### config.mk
export PLATFORM = sky130hd
export DESIGN_NAME = mem_arbiter
export DESIGN_NICKNAME = d
export VERILOG_FILES = /design/src/rtl/mem_arbiter.sv
export SDC_FILE = /design/constraint.sdc
export NUM_CORES = 1
export LEC_CHECK = 0
export BUFFER_PORTS_ARGS = -buffer_cell sky130_fd_sc_hd__buf_2
export CAP_MARGIN = 20
export CORE_AREA = 5 5 154 156
export DETAILED_ROUTE_END_ITERATION = 12
export DIE_AREA = 0 0 159 161
export PLACE_DENSITY = 0.69
export SLEW_MARGIN = 10
export SYNTH_ARGS = -nofsm -noshare
export SYNTH_HDL_FRONTEND = slang
export SYNTH_SLANG_ARGS = --single-unit
### constraint.sdc
create_clock -name clk -period 12.55 [get_ports clk]
set_input_delay 3.765 -clock clk [delete_from_list [all_inputs] [get_ports clk]]
set_output_delay 3.765 -clock clk [all_outputs]
set_load 0.02 [all_outputs]
### src/rtl/mem_arbiter.sv
// mem_arbiter: arbitrates IF fetches and LSU transfers onto the shared
// byte-wide RAM port and sequences each transfer byte-serially.
// Optional feature macro: MEM_ARB_STARVE_GUARD_EN (a pending fetch wins
// after STARVE_LIMIT consecutive LSU grants made while it waited).
module mem_arbiter #(
  parameter int unsigned STARVE_LIMIT = 4
) (
  input  logic        clk,
  input  logic        rst,
  input  logic        rdy,
  input  logic        flush,
  input  logic [7:0]  ram_din,
  output logic [7:0]  ram_dout,
  output logic [31:0] ram_a,
  output logic        ram_wr,
  input  logic        if_req,
  input  logic [31:0] if_addr,
  output logic        if_done,
  output logic [31:0] if_data,
  input  logic        ls_req,
  input  logic        ls_wr,
  input  logic [2:0]  ls_len,
  input  logic [31:0] ls_addr,
  input  logic [31:0] ls_wdata,
  output logic        ls_done,
  output logic [31:0] ls_rdata
);

  localparam int unsigned AW = 32;
  localparam int unsigned DW = 32;
  localparam int unsigned BW = 8;
  localparam int unsigned CW = 3;

  typedef enum logic [1:0] {IDLE, READ, WRITE, DONE} state_t;

  state_t        state, state_nxt;
  logic [CW-1:0] cnt, cnt_nxt;
  logic [CW-1:0] len, len_nxt;
  logic          own_ls, own_ls_nxt;
  logic [DW-1:0] wbuf, wbuf_nxt;
  logic [DW-1:0] rbuf, rbuf_nxt;
  logic [AW-1:0] ram_a_nxt;
  logic [BW-1:0] ram_dout_nxt;
  logic          ram_wr_nxt;
  logic          if_done_nxt, ls_done_nxt;
  logic [DW-1:0] if_data_nxt, ls_rdata_nxt;
  logic          if_wins_c;
  logic          grant_ls_c;
  logic [CW-1:0] step_c;
  logic [1:0]    idx_c;

`ifdef MEM_ARB_STARVE_GUARD_EN
  localparam int unsigned SW = $clog2(STARVE_LIMIT + 1);
  logic [SW-1:0] starve, starve_nxt;
  assign if_wins_c = (32'(starve) >= STARVE_LIMIT);
`else
  // strict LSU priority; the limit only matters when the guard is built in
  assign if_wins_c = (STARVE_LIMIT == 0) && 1'b0;
`endif

  assign grant_ls_c = ls_req && !(if_req && if_wins_c);
  assign step_c     = CW'(cnt + CW'(1));
  assign idx_c      = 2'(cnt - CW'(1));

  // next-state and next-output logic
  always_comb begin
    state_nxt    = state;
    cnt_nxt      = cnt;
    len_nxt      = len;
    own_ls_nxt   = own_ls;
    wbuf_nxt     = wbuf;
    rbuf_nxt     = rbuf;
    ram_a_nxt    = ram_a;
    ram_dout_nxt = ram_dout;
    ram_wr_nxt   = ram_wr;
    if_done_nxt  = if_done;
    ls_done_nxt  = ls_done;
    if_data_nxt  = if_data;
    ls_rdata_nxt = ls_rdata;
`ifdef MEM_ARB_STARVE_GUARD_EN
    starve_nxt   = starve;
`endif
    case (state)
      IDLE: begin
        if (!flush && (if_req || ls_req)) begin
          cnt_nxt  = '0;
          rbuf_nxt = '0;
          if (grant_ls_c) begin
            own_ls_nxt = 1'b1;
            len_nxt    = ls_len;
            ram_a_nxt  = ls_addr;
            ram_wr_nxt = ls_wr;
            if (ls_wr) begin
              ram_dout_nxt = ls_wdata[7:0];
              wbuf_nxt     = {8'h00, ls_wdata[31:8]};
              state_nxt    = WRITE;
            end else begin
              state_nxt    = READ;
            end
`ifdef MEM_ARB_STARVE_GUARD_EN
            if (if_req && (32'(starve) < STARVE_LIMIT))
              starve_nxt = SW'(starve + SW'(1));
`endif
          end else begin
            own_ls_nxt = 1'b0;
            len_nxt    = CW'(4);
            ram_a_nxt  = if_addr;
            ram_wr_nxt = 1'b0;
            state_nxt  = READ;
`ifdef MEM_ARB_STARVE_GUARD_EN
            starve_nxt = '0;
`endif
          end
        end
      end
      READ: begin
        if (flush) begin
          state_nxt = IDLE;
        end else begin
          cnt_nxt = step_c;
          if (step_c < len)
            ram_a_nxt = ram_a + AW'(1);
          // RAM returns byte k two edges after its address was driven
          if (cnt != '0)
            rbuf_nxt[{idx_c, 3'b000} +: 8] = ram_din;
          if (cnt == len) begin
            state_nxt = DONE;
            if (own_ls) begin
              ls_rdata_nxt = rbuf_nxt;
              ls_done_nxt  = 1'b1;
            end else begin
              if_data_nxt  = rbuf_nxt;
              if_done_nxt  = 1'b1;
            end
          end
        end
      end
      WRITE: begin
        if (step_c < len) begin
          cnt_nxt      = step_c;
          ram_a_nxt    = ram_a + AW'(1);
          ram_dout_nxt = wbuf[7:0];
          wbuf_nxt     = {8'h00, wbuf[31:8]};
        end else begin
          ram_wr_nxt  = 1'b0;
          ls_done_nxt = 1'b1;
          state_nxt   = DONE;
        end
      end
      DONE: begin
        if_done_nxt = 1'b0;
        ls_done_nxt = 1'b0;
        state_nxt   = IDLE;
      end
      default: state_nxt = IDLE;
    endcase
  end

  // state register
  always_ff @(posedge clk or posedge rst) begin
    if (rst)      state <= IDLE;
    else if (rdy) state <= state_nxt;
  end

  // datapath and output registers, frozen while rdy is low
  always_ff @(posedge clk or posedge rst) begin
    if (rst) begin
      cnt      <= '0;
      len      <= '0;
      own_ls   <= 1'b0;
      wbuf     <= '0;
      rbuf     <= '0;
      ram_a    <= '0;
      ram_dout <= '0;
      ram_wr   <= 1'b0;
      if_done  <= 1'b0;
      ls_done  <= 1'b0;
      if_data  <= '0;
      ls_rdata <= '0;
`ifdef MEM_ARB_STARVE_GUARD_EN
      starve   <= '0;
`endif
    end else if (rdy) begin
      cnt      <= cnt_nxt;
      len      <= len_nxt;
      own_ls   <= own_ls_nxt;
      wbuf     <= wbuf_nxt;
      rbuf     <= rbuf_nxt;
      ram_a    <= ram_a_nxt;
      ram_dout <= ram_dout_nxt;
      ram_wr   <= ram_wr_nxt;
      if_done  <= if_done_nxt;
      ls_done  <= ls_done_nxt;
      if_data  <= if_data_nxt;
      ls_rdata <= ls_rdata_nxt;
`ifdef MEM_ARB_STARVE_GUARD_EN
      starve   <= starve_nxt;
`endif
    end
  end

endmodule

* Yosys cells after proc, flatten, opt, wreduce, memory -nomap -nowiden
Index checks and enable logic that the tools add are counted.
** Cells by class
- $add $sub $neg :: 4
- $lt $le $gt $ge :: 1
- Div/mod/pow operators :: 0
- Reductions and logical operators :: 21
- Mux-type cells :: 46
- Shifts and indexed selects :: 2
- Multipliers :: 0
- Bitwise logic cells :: 2
- Equality and inequality tests :: 14
** Operators by type and width (count)
- 32-bit 2-to-1 mux :: 11
- 32-bit case mux with 2 select lines :: 2
- 32-bit case mux with 3 select lines :: 1
- 32-bit by 1-bit adder with 32-bit output (second input constant) :: 1
- 32-bit bitwise mux :: 1
- 8-bit 2-to-1 mux :: 4
- 8-bit by 7-bit variable shift with 32-bit output (first input constant) :: 1
- 8-bit by 7-bit variable part select with 32-bit output :: 1
- 5-bit AND reduction :: 4
- 2-bit != test (second input constant) :: 9
- 8-bit case mux with 2 select lines :: 1
- 4-bit AND reduction :: 4
- 2-bit 2-to-1 mux :: 6
- 3-bit 2-to-1 mux :: 4
- 6-bit AND reduction :: 2
- 1-bit 2-to-1 mux :: 11
- 3-bit case mux with 3 select lines :: 1
- 3-bit nonzero test :: 3
- 2-bit case mux with 4 select lines :: 1
- 5-bit negator with 7-bit output :: 1
- 2-bit nonzero test :: 3
- 2-bit == test (second input constant) :: 2
- 1-bit case mux with 2 select lines :: 2
- 3-bit by 1-bit adder with 3-bit output (second input constant) :: 1
- 12 further kinds :: 13
** Storage, ports and cells
- Bits in registers :: 180
- Logic and storage cells :: 103
- RAM bits :: 0
- Bits in latches :: 0
- Output and inout port bits :: 107
- Bits of input ports :: 114
- Memories :: 0
- Bits in read-only memories :: 0

* Logic depth before layout (Yosys ltp)
Gate-level depths: netlist of the first run.
- Word-level depth :: 7
- Gate-level depth with buffers :: 10
- Mapped depth without buffers :: 9

* Worst setup path after synthesis of the first run
Ideal clock, no wire load.
- Path type :: input to register
- Start :: input port flush
- End :: register ram_a[6]
- Data required time :: 12.429 ns
- Path slack :: 7.412 ns
- Buffers on the path :: 1
- Cell stages on the path :: 6
- Library setup time :: 0.121 ns
- Arrival time :: 5.017 ns
- Cells stage by stage :: o21bai_1 > a211o_1 > a21oi_1 > buf_2 > o21ai_0 > a22o_1
** Between the ends
- Word-level cells in the longest chain between the ends :: 4
- Elaborated cells on any way between the ends :: 5
- Classes of those cells :: eq/ne (2); reduce/logical (3)
** Ends and longest elaborated chain
- start, declared :: line 11 : input logic flush,
- 1-bit logical NOT :: line 85 : if (!flush && (if_req || ls_req)) begin
- 1-bit logical AND :: line 85
- 2-bit != test (no line)
- 4-bit AND reduction (no line) *
- end signal, assigned :: line 189 : ram_a <= ram_a_nxt;
- end, declared :: line 14 : output logic [31:0] ram_a,
Every way passes the cells marked *; elsewhere a longest branch is shown, timed or not.
A chain may end at the register's enable or synchronous reset.

* Worst setup path after layout of the first run
- Start :: input port ls_req
- End :: register ram_a[6]
** Between the ends
- Word-level cells in the longest chain between the ends :: 4
- Elaborated cells on any way between the ends :: 7
- Classes of those cells :: eq/ne (1); mux (3); reduce/logical (3)
** Ends and longest elaborated chain
- start, declared :: line 20 : input logic ls_req,
- 1-bit logical OR :: line 85
- 1-bit logical AND :: line 85
- 2-bit != test (no line)
- 4-bit AND reduction (no line)
Several ways; a longest one is shown, not always the timed one. The select of a mux whose other input is x is not followed.

==> metrics.txt, run 1 <==
total track usage 0.181; count leader, synth dfrtp_1; wire per inst around 17 um; Synth top area share 0.497; synthesized instance count between 900 and 1000; TritonCTS clock tree built; GR Util met3 0.0513; final setup fails 0; IO Pins between 200 and 250; antenna violations before repair 1; slowest cell delay on critical path about 690 ps; startpoint types input port; core area 22200 um^2; clk_skew 16.5 ps; cell family with most CP delay compound AO/OA/AOI/OAI gates; predominant post-synthesis flop cell dfrtp_1; routability congestion estimate from global placement just over 0.8; antenna violation net count after detailed routing 0; dpl hpwl 16.2 mm; Area Growth Syn to Fin 20.9%; Max stage delay cell, worst path buf_2; met2 Usage GRT 0.290; clk sinks ~170; yosys warns 0; Ant. Diodes 0; Pins Over Slew Limit 0; Starting DRT DRC Count around 600; VDD IR max approximately 0.00012 V; GRT overflow 0; status complete, no violations; first-pass GRT wire length 38.8 mm; area leader, netlist dfrtp_1; Reg clk slew, reported paths 70 ps; final core occ 0.471; height of the die 161 um; Die W about 160 um; worst rel slew slack 0.356; largest cells by area after synthesis dfrtp_1 (50%), a21oi_1 (6.4%), nand2_1 (5.0%); final WL ~24 mm; share of cells above drive strength 1 0.257; final hold violations 0; crit path cell chain buf_2 > o21bai_1 > a211o_1 > a21oi_2 > buf_4 > o21ai_0 > a22o_1; ranking of synthesized cells by instance count dfrtp_1 (172), nand2_1 (116), a21oi_1 (110); gr busiest metal met2; initial core utilization 0.390; Synth Area per Inst approximately 9.4 um^2; Cell Rows 55; WP data required ~13000 ps; Post-synth EDFFs 0; sequential share of the synthesized area 0.497; DRC Markers 0; Max FO, Critical Path between 40 and 50; Post-CTS Setup Bufs 0; RSZ-0062 raised after global routing no; FMAX 169 MHz; crit path DAT approximately 6200 ps; Nets around 1200; LEAKAGE between 4 and 5 nW; FF+latch count, synth 172; post_cts resized 0; Worst Path Buf+Inv 2; hold_buf cts 0; Hold Path Class reg -> reg; shortest period the worst path allows 5900 ps; Clock Tree Buf Depth 2; Initial DRT Pass Iterations 5; CP endpoint kind flop; Port Buffer Count 220; Worst Max-Slew Pin Slew 967 ps; clock latency at the later pin of the worst-skew pair ~430 ps; number of H-tree levels 4; Netlist cell types 53; Final period util 0.471; root buf cell clkbuf_16; via count around 7600; DIE AREA around 26000 um^2; met1 usage 0.246; largest net degree at the start of global routing between 100 and 150; Cell Area, Synth between 8000 and 9000 um^2; max_cap viols 0; asr flop ratio synth 1.00; Crit Path Category in -> reg; Synthesized Nets between 1000 and 1500; Via density ~5.4; number of global-route vias before repair ~7400; total negative slack 0 ps; Num CTS Buffers 17; PwrDens between 200 and 300 nW/um^2
[kinds of logic (layout without fill, tap and decap cells)]
group                    after synthesis  in the layout  share of synthesized area
XOR/XNOR                               2              2                    0.00202
AO/OA/AOI/OAI                        320            320                      0.223
adder cells (fa/ha/maj)               16             16                     0.0231
flip-flops                           172            172                      0.497
multiplexers                          57             57                     0.0681
buffers and inverters                 86            279                     0.0402
AND/OR/NAND/NOR                      273            273                      0.146
[registers in the layout, summed over array words and instances, names as in the netlist, 2 cells and up]
register  count
ram_a        32
cnt           3
len           3
state         2
ls_rdata     32
wbuf         24
rbuf         32
ram_dout      8
if_data      32
[power by group]
part	internal, W	total, W	leakage, nW	switching (W)
sequential	0.000786	0.000964	2.17	0.000179
combinational	0.000412	0.00118	2.50	0.000764
clock	0.000269	0.000505	0.278	0.000236
total	0.00147	0.00265	4.95	0.00118
[area by class of cell]
class	count	area [um^2]
clock buffer	19	453
clock inverter	13	110
fill	2156	11800
inverter	20	80.1
multi-input combinational	668	4010
sequential	172	4300
tap	285	357
timing repair buffer	227	1150
[tightest hold or removal path, delay by kind of cell (launching register included)]
family | cells | cell delay [ps]
flops | 1 | 340
compound gates | 1 | 60
simple gates | 1 | 50
[per-layer routing]
metal | up-vias | routed length, um
li1 | 3706 | -
met1 | 3571 | 10400
met2 | 268 | 11100
met3 | 22 | 1850
met4 | 2 | 233
met5 | - | 11
[stage by stage]
stage | hold WS (ps) | power [W] | instances | cell area, um^2 | worst slack (ps)
4_1_cts | 483 | 0.00267 | 1404 | 10500 | 6660
6_report | 478 | 0.00265 | 1404 | 10500 | 6650
2_1_floorplan | 450 | 0.00179 | 926 | 8660 | 4120
3_3_place_gp | 459 | 0.00213 | 1372 | 9910 | 6270
5_1_grt | 508 | 0.00286 | 1404 | 10500 | 6450
3_5_place_dp | 465 | 0.00216 | 1372 | 9910 | 6190
[placed cells by master, fill, tap and decap left out, types with 4 or more instances in the layout]
cell and count:
buf_2 220, dfrtp_1 172, nand2_1 116, a21oi_1 109, o21ai_0 85, nor2_1 75
a22oi_1 57, mux2i_1 42, inv_1 19, clkbuf_16 17, mux2_2 15, ha_1 15
nand3_1 14, o22ai_1 13, nor3_1 11, nand4_1 10, a22o_1 9, and3_1 8
o31ai_1 8, buf_4 7, clkinv_4 6, or3_1 5, nand2b_1 5, and4_1 5
and2_1 5, a211oi_1 4, o22a_1 4, a2bb2oi_1 4
[worst paths after layout]
kind                             start     endpoint  slack [ps]  cells after the start
hold / removal             ram_dout[1]  ram_dout[1]         480                      2
hold reg to reg            ram_dout[1]  ram_dout[1]         480                      2
min in group asynchronous          rst  if_data[24]        3560                      2
max in group asynchronous          rst   if_data[1]        7480                      3
setup / recovery                ls_req     ram_a[6]        6650                      7
setup reg to reg                cnt[0]     ram_a[0]        9510                      8
(Power assumes the default switching activity.)
==> inputs of run 2 (changes only) <==
clock period = 6.1 ns   (was 12.55 ns; I/O delays follow)
==> metrics.txt, run 2 (same netlist as run 1, synthesis figures left out) <==
FF-to-FF path depth 9 (+1); status complete, no violations; Hold Crit Endpoint ram_dout[4]; Final period util 0.631; antenna violations before repair 2 (+1); RR Endpoint ram_a[6]; TritonCTS clock tree built; Worst Max-Slew Pin Slew 1170 ps (+203 ps); Nets 1236 (unchanged); VDD IR max 0.000277 V (+130%); core area 22200 um^2 (unchanged); FMAX about 260 MHz; Reg-to-Reg Start cnt[0]; Pins Over Slew Limit 0 (unchanged); final WL 23.8 mm (+0.77%); Via density 5.41 (+0.32%); total negative slack 0 ps (unchanged); number of H-tree levels 4 (unchanged); Die W 159 um (unchanged); initial core utilization 0.390 (unchanged); DRC Markers 0 (unchanged); total track usage 0.185 (+0.00387); Ant. Diodes 0 (unchanged); Port Buffer Count 220 (unchanged); root buf cell clkbuf_16; share of cells above drive strength 1 0.257 (unchanged); reg-to-reg slack, setup 2600 ps (-6910 ps); final hold violations 0 (unchanged); Cell Rows 55 (unchanged); DIE AREA 25600 um^2 (unchanged); Area Growth Syn to Fin 21.5%; DP Worst Slack 1800 ps (-4390 ps); clk sinks 172 (unchanged); final setup fails 0 (unchanged); Clock Tree Buf Depth 2 (unchanged); max_cap viols 0 (unchanged); crit path DAT 4190 ps (-2030 ps); final core occ 0.473 (+0.00236); Hold Path Class reg -> reg; Crit Path Category in -> reg; Reg clk slew, reported paths 70 ps (about the same); clk_skew 14.2 ps (-2.22 ps); crit path cell chain buf_2 > buf_4 > nor2_1 > a211o_1 > nor3_2 > a22oi_1 > o21ai_0; clock latency at the later pin of the worst-skew pair 430 ps (about the same); Hold Path Depth 2 (unchanged); dpl hpwl 16.4 mm (+1.1%); largest net degree at the start of global routing 173 (+70%); number of global-route vias before repair 7539 (+1.4%); CP endpoint kind flop; hold_buf cts 0 (unchanged); cell family with most CP delay compound AO/OA/AOI/OAI gates; worst rel slew slack 0.220 (-0.136); first-pass GRT wire length 39.5 mm (+1.8%); LEAKAGE 4.95 nW (+0.11%); PwrDens 526 nW/um^2 (+110%); hold path startpoint ram_dout[4]; Worst Path Buf+Inv 2 (unchanged); Worst Setup Slack, final 2250 ps (-4400 ps); post_cts resized 0 (unchanged); via count 7593 (+0.32%); Initial DRT Pass Iterations 5 (unchanged); slowest cell delay on critical path 690 ps (about the same); critical path depth in cells 7 (unchanged); routability congestion estimate from global placement 0.817 (-0.29%); IO Pins 221 (unchanged); wire per inst 16.9 um (+0.77%); Max stage delay cell, worst path a211o_1; WP data required 6440 ps (-6420 ps); height of the die 161 um (unchanged); Max FO, Critical Path 41 (-2.4%); shortest period the worst path allows around 3900 ps; commonest non-fill, non-tap cell in the layout buf_2; final-layout fill cell count 2170 (+0.65%); Num CTS Buffers 17 (unchanged); Post-CTS Setup Bufs 0 (unchanged); startpoint types input port; antenna violation net count after detailed routing 0 (unchanged); Starting DRT DRC Count 541 (-12%); GRT overflow 0 (unchanged); most frequent cells in the layout buf_2 (220), dfrtp_1 (172), nand2_1 (116); RSZ-0062 raised after global routing no
[run 2: where the power goes]
group	leakage (nW)	switching, W	internal, W
registers	2.17	0.000378	0.00162
logic	2.50	0.00158	0.000851
clock network	0.285	0.000490	0.000626
[run 2: metal layers]
layer  GRT usage  up-vias  share of wire
li1            -     3710              -
met1       0.260     3584           0.45
met2       0.290      269           0.47
met3      0.0480       26          0.072
met4      0.0368        4         0.0089
met5           0        -        0.00088
[run 2: layout make-up]
cell class                 count  area, um^2  share of cell area
sequential                   172        4300               0.409
multi-input combinational    668        4020               0.382
timing repair buffer         227        1170               0.111
clock buffer                  19         443              0.0421
tap                          285         357              0.0339
clock inverter                13         159              0.0151
inverter                      20        78.8             0.00749
[run 2: worst max-delay path by stage]
stage	start	to
global route	ls_req	rbuf[16]
floorplan	rst	cnt[0]
global placement	flush	ram_a[6]
finish	ls_req	rbuf[19]
CTS	ls_req	rbuf[23]
detailed placement	ls_req	rbuf[23]
[run 2: metrics by stage]
step | area, um^2 | std cells | hold slack [ps] | power [W]
final | 10500 | 1404 | 477 | 0.00554
after CTS | 10500 | 1404 | 483 | 0.00559
after global placement | 9920 | 1372 | 459 | 0.00438
after detailed placement | 9920 | 1372 | 465 | 0.00446
after global routing | 10500 | 1404 | 498 | 0.00597
after floorplan | 8660 | 926 | 450 | 0.00368
[run 2: worst reg2reg max path, delay by kind of cell (launching register included)]
kind | cells | cell delay [ps]
AOI/OAI and AO/OA | 5 | 1690
adders and majority gates | 2 | 640
DFF | 1 | 550
buffers and inverters | 2 | 540
